--- config.mk ---
export PLATFORM = sky130hd
export DESIGN_NAME = booth_seq_mult
export DESIGN_NICKNAME = d
export VERILOG_FILES = /design/src/rtl/booth_seq_mult.sv
export SDC_FILE = /design/constraint.sdc
export NUM_CORES = 1
export LEC_CHECK = 0
export ABC_AREA = 0
export BUFFER_PORTS_ARGS = -buffer_cell sky130_fd_sc_hd__buf_2
export CELL_PAD_IN_SITES_DETAIL_PLACEMENT = 0
export CELL_PAD_IN_SITES_GLOBAL_PLACEMENT = 1
export CORE_ASPECT_RATIO = 1.2
export CORE_MARGIN = 2
export CORE_UTILIZATION = 30
export DETAILED_ROUTE_END_ITERATION = 16
export PLACE_DENSITY_LB_ADDON = 0.1
export SLEW_MARGIN = 30
export SYNTH_ARGS = -nofsm -noshare
export SYNTH_HDL_FRONTEND = slang
export SYNTH_SLANG_ARGS = --single-unit
--- constraint.sdc ---
create_clock -name i_clk -period 5.8 [get_ports i_clk]
set_clock_uncertainty 0.2 [all_clocks]
set_input_delay 1.16 -clock i_clk [delete_from_list [all_inputs] [get_ports i_clk]]
set_output_delay 1.16 -clock i_clk [all_outputs]
set_load 0.02 [all_outputs]
--- src/rtl/booth_seq_mult.sv ---
// Iterative radix-2 Booth multiplier for signed two's-complement operands.
// One Booth step per clock: encode {Q[0], q_1}, add/subtract/skip the
// multiplicand into the accumulator, then arithmetic-shift {A,Q,q_1} right.
// A start/done handshake frames each product; o_p holds the last result.
module booth_seq_mult #(
    parameter int WIDTH = 8
) (
    input  logic               i_clk,
    input  logic               i_reset,
    input  logic               i_start,
    input  logic [WIDTH-1:0]   i_x,
    input  logic [WIDTH-1:0]   i_y,
    output logic               o_busy,
    output logic               o_done,
    output logic [2*WIDTH-1:0] o_p,
    output logic               o_plus,
    output logic               o_minus
);

    localparam int CW = $clog2(WIDTH + 1);

    typedef enum logic [1:0] {
        S_IDLE,
        S_RUN,
        S_DONE
    } state_t;

    state_t               state_q;
    logic [WIDTH:0]       m_q;      // sign-extended multiplicand
    logic [WIDTH:0]       a_q;      // accumulator, one guard bit wide
    logic [WIDTH-1:0]     q_q;      // multiplier, shifted out LSB first
    logic                 q1_q;     // the Booth "q minus one" bit
    logic [CW-1:0]        cnt_q;    // remaining Booth steps
    logic [2*WIDTH-1:0]   p_q;
    logic                 busy_q;
    logic                 done_q;

    logic                 plus;
    logic                 minus;
    logic [WIDTH:0]       s_d;
    logic [WIDTH:0]       a_d;
    logic [WIDTH-1:0]     q_d;
    logic                 q1_d;

    // Booth encode of the current multiplier bit pair; silent outside RUN.
    always_comb begin
        // NOTE: every output of a combinational block gets a default first so no latch is inferred.
        plus  = 1'b0;
        minus = 1'b0;
        if (state_q == S_RUN) begin
            plus  = ~q_q[0] &  q1_q;
            minus =  q_q[0] & ~q1_q;
        end
    end

    // Partial-product update followed by the arithmetic right shift of {S,Q,q_1}.
    always_comb begin
        s_d = a_q;
        if (plus) begin
            s_d = a_q + m_q;
        end else if (minus) begin
            s_d = a_q - m_q;
        end
        a_d  = {s_d[WIDTH], s_d[WIDTH:1]};
        q_d  = {s_d[0], q_q[WIDTH-1:1]};
        q1_d = q_q[0];
    end

    // Control FSM and datapath registers; outputs are registered here.
    always_ff @(posedge i_clk) begin
        // NOTE: sequential state uses non-blocking assignments so every register samples pre-edge values.
        if (i_reset) begin
            // NOTE: reset is synchronous and clears the whole datapath, so an aborted product leaves nothing behind.
            state_q <= S_IDLE;
            m_q     <= '0;
            a_q     <= '0;
            q_q     <= '0;
            q1_q    <= 1'b0;
            cnt_q   <= '0;
            p_q     <= '0;
            busy_q  <= 1'b0;
            done_q  <= 1'b0;
        end else begin
            case (state_q)
                S_IDLE: begin
                    if (i_start) begin
                        m_q     <= {i_x[WIDTH-1], i_x};
                        a_q     <= '0;
                        q_q     <= i_y;
                        q1_q    <= 1'b0;
                        cnt_q   <= CW'(WIDTH);
                        busy_q  <= 1'b1;
                        state_q <= S_RUN;
                    end
                end
                S_RUN: begin
                    a_q   <= a_d;
                    q_q   <= q_d;
                    q1_q  <= q1_d;
                    cnt_q <= cnt_q - CW'(1);
                    if (cnt_q == CW'(1)) begin
                        p_q     <= {a_d[WIDTH-1:0], q_d};
                        done_q  <= 1'b1;
                        state_q <= S_DONE;
                    end
                end
                S_DONE: begin
                    done_q  <= 1'b0;
                    busy_q  <= 1'b0;
                    state_q <= S_IDLE;
                end
                default: begin
                    state_q <= S_IDLE;
                end
            endcase
        end
    end

    assign o_busy  = busy_q;
    assign o_done  = done_q;
    assign o_p     = p_q;
    assign o_plus  = plus;
    assign o_minus = minus;

endmodule

==> qor.yml <==
status:
  status: "finished clean"
min_path:
  min-delay-start: "o_p[5]$_SDFFE_PP0P_"
  min_path_type: "flip-flop to flip-flop"
  holdPathEnd: "o_p[5]$_SDFFE_PP0P_"
  hold_depth: 2
critical_path:
  slowest_stage: "dfxtp_1"
  startpoint_type: "flip-flop"
  rr_worst_depth: 8
  critical_path_class: "flip-flop to output pin"
  end_kind: "output pin"
  r2r_setup_slack_ns: 3.18
  r2r-start: "m_q[0]$_SDFFE_PP0P_"
  slowest_delay_ns: 0.59
  worstPathArrival_ns: 1.67
  crit_required_ns: 4.44
  path_max_fanout: 13
  worstReg2RegEnd: "o_p[11]$_SDFFE_PP0P_"
  path_cells: "nor2b_1 > nand2_2 > inv_2 > buf_2"
sta:
  whs_ns: 0.2598
  period_share: 0.5229
  drv_slew: 0
  max_slew_margin: 0.4925
  hold_viol_final: 0
  setup_violations: 0
  rsz0062_at_grt: "no"
  fin_crit_ns: 3.033
  max_freq_mhz: 329.8
  tns_ns: 0
  tightest_slew_ns: 0.7590
grt:
  grt_antenna_before_repair: 0
  grt.total_usage: 0.1572
  grt_max_degree: 55
  grt_overflow: 0
  grt_pass1_vias: 2361
  grt_pass1_wl_um: 12300
clock_network:
  cts-resized-gates: 0
  cts.clk_slew.worst_paths_ns: 0.10
  cts_sinks: 49
  hold_buffers: 0
  cts_tree: "built"
  root_buffer: "clkbuf_8"
  numCtsBuffers: 5
  htree_levels: 2
  clk_latency_ns: 0.30
  cts_setup_buffers: 0
  clockBufferDepth: 2
synth:
  syn_area_per_cell_um2: 7.737
  synth-edff-count: 0
  synthFlopType: "dfxtp_1"
  postSynthCellCount: 349
  async_flop_share: 0
  ys_seq_elements: 49
  syn_nets: 389
  yosysSeqAreaShare: 0.3633
  yosysUniqueCellTypes: 44
  yosys_warnings: 0
  syn_area_um2: 2700
floorplanning:
  start_util: 0.3119
  placementRows: 37
  die_area_um2: 9779
  core_area_um2: 8657
  die_w_um: 90.61
  dieHeight_um: 107.9
  ios: 39
finish:
  n_fill_cell: 956
  layout-drive-gt1-share: 0.1485
  antenna-diode-count: 0
  nNetsFinal: 416
  area_growth_pct: 13.86
  finish.utilization: 0.3551
  fin_cells: 494
detailed_routing:
  drc: 0
  num_vias: 2473
  vias_per_cell: 5.006
  wire_per_inst_um: 14.86
  dr.first_iter.drc_count: 113
  first_pass_iters: 4
  totalWireLength_um: 7342
  ant_nets: 0
power:
  p_leak_nw: 1.236
  p_per_area_nw_per_um2: 237.2
  ir_drop_mv: 0.08556
placement:
  placedCellCount: 486
  io_buffers: 38
  hpwl_um: 5215
  gp_congestion: 0.7762
flow_run:
  drv_cap: 0
[synthesized netlist by cell type, drive strengths merged (3+ instances only)]
cell type	number	area (um^2)
nand3b	4	30.03
a31oi	4	25.02
o21ai	12	60.06
a221o	4	40.04
ha	19	237.7
nor2b	5	31.28
a21oi	51	255.2
a221oi	3	26.28
a22oi	9	67.56
nor2	28	105.1
o221ai	3	26.28
xnor2	4	35.03
nor3	9	45.04
inv	24	90.09
nand3	3	15.01
a211oi	3	22.52
nand2b	4	32.53
buf	4	17.52
o31ai	5	37.54
dfxtp	49	980.9
clkbuf	16	60.06
a22o	3	26.28
nand2	61	231.5
[metal layers]
layer,GRT usage,vias up,part of all wire
li1,-,1266,-
met5,0,-,0
met4,0.04286,0,0.0072
met2,0.2543,32,0.47
met1,0.2198,1171,0.50
met3,0.02171,4,0.027
[sequential cells by signal, summed over array words and instances (netlist names)]
register / count
a_q: 8
cnt_q: 4
m_q: 8
o_busy: 1
o_done: 1
o_p: 16
q1_q: 1
q_q: 8
state_q: 2
[cell families (layout without fill, tap and decap cells)]
group,Yosys count,after routing,synth area share
flops,49,49,0.3633
mux,1,1,0.003707
fa+ha+maj,21,21,0.1029
compound gates,110,110,0.2581
buf+inv,45,73,0.06349
xor+xnor,4,4,0.01297
simple gates,119,119,0.1956
[worst max-delay path: cells and delay by family, from the launching register on]
family        cells  cell delay (ns)
buf+inv           2             0.34
flops             1             0.59
simple gates      2             0.44
[layout by cell type, fill, tap and decap left out, types with 2 or more instances in the layout]
master / n
clkinvlp_4: 2
nand2_1: 60
nand2b_1: 3
a221o_1: 4
xnor2_1: 4
nand3_1: 3
a221oi_1: 3
o41ai_1: 2
a22oi_1: 9
o221ai_1: 3
ha_1: 19
inv_2: 3
a211oi_1: 3
o21bai_1: 2
nor2_1: 27
clkbuf_8: 5
buf_4: 3
o211ai_1: 2
a21oi_1: 51
inv_1: 21
o31ai_1: 5
nor3_1: 9
o22ai_1: 2
a31oi_1: 4
nor2b_1: 4
dfxtp_1: 49
o21ai_1: 6
o21ai_0: 6
a22o_1: 3
buf_2: 37
a311oi_1: 2
fa_1: 2
nand3b_1: 4
[where the power goes]
group          internal [mW]  leakage [nW]  total (mW)  switching [mW]
Sequential             0.353         0.399       0.370          0.0176
Clock                 0.0853        0.0374       0.207           0.121
Combinational         0.0575         0.799       0.152          0.0944
[worst max path at each step]
stage                     depth (start not counted)                    start  slack, ns             endpoint
after floorplan                                   4  state_q[0]$_SDFFE_PP0P_       3.43               o_plus
after global placement                            6                  i_start       3.06  q_q[7]$_SDFFE_PP0P_
after detailed placement                          6                  i_start       3.05  q_q[7]$_SDFFE_PP0P_
after CTS                                         4      q_q[0]$_SDFFE_PP0P_       2.75              o_minus
after global routing                              4      q_q[0]$_SDFFE_PP0P_       2.62              o_minus
final                                             4      q_q[0]$_SDFFE_PP0P_       2.77              o_minus
[layout make-up]
class | count | area (um^2) | area share
repair buffers | 40 | 207.7 | 0.06756
well taps | 117 | 146.4 | 0.04762
multi-input cells | 255 | 1558 | 0.5067
clock inverters | 2 | 15.01 | 0.004884
clock buffers | 6 | 72.57 | 0.02361
flip-flops and latches | 49 | 980.9 | 0.3191
inverters | 25 | 93.84 | 0.03053
[stage by stage]
step | cell area (um^2) | total power, mW | setup slack [ns]
floorplan | 2700 | 0.4875 | 3.433
global placement | 2982 | 0.5316 | 3.057
detailed placement | 2984 | 0.5313 | 3.050
CTS | 3072 | 0.7418 | 2.754
global route | 3074 | 0.7808 | 2.622
finish | 3074 | 0.7291 | 2.767
Note: power is estimated with default switching activity, not from simulation.
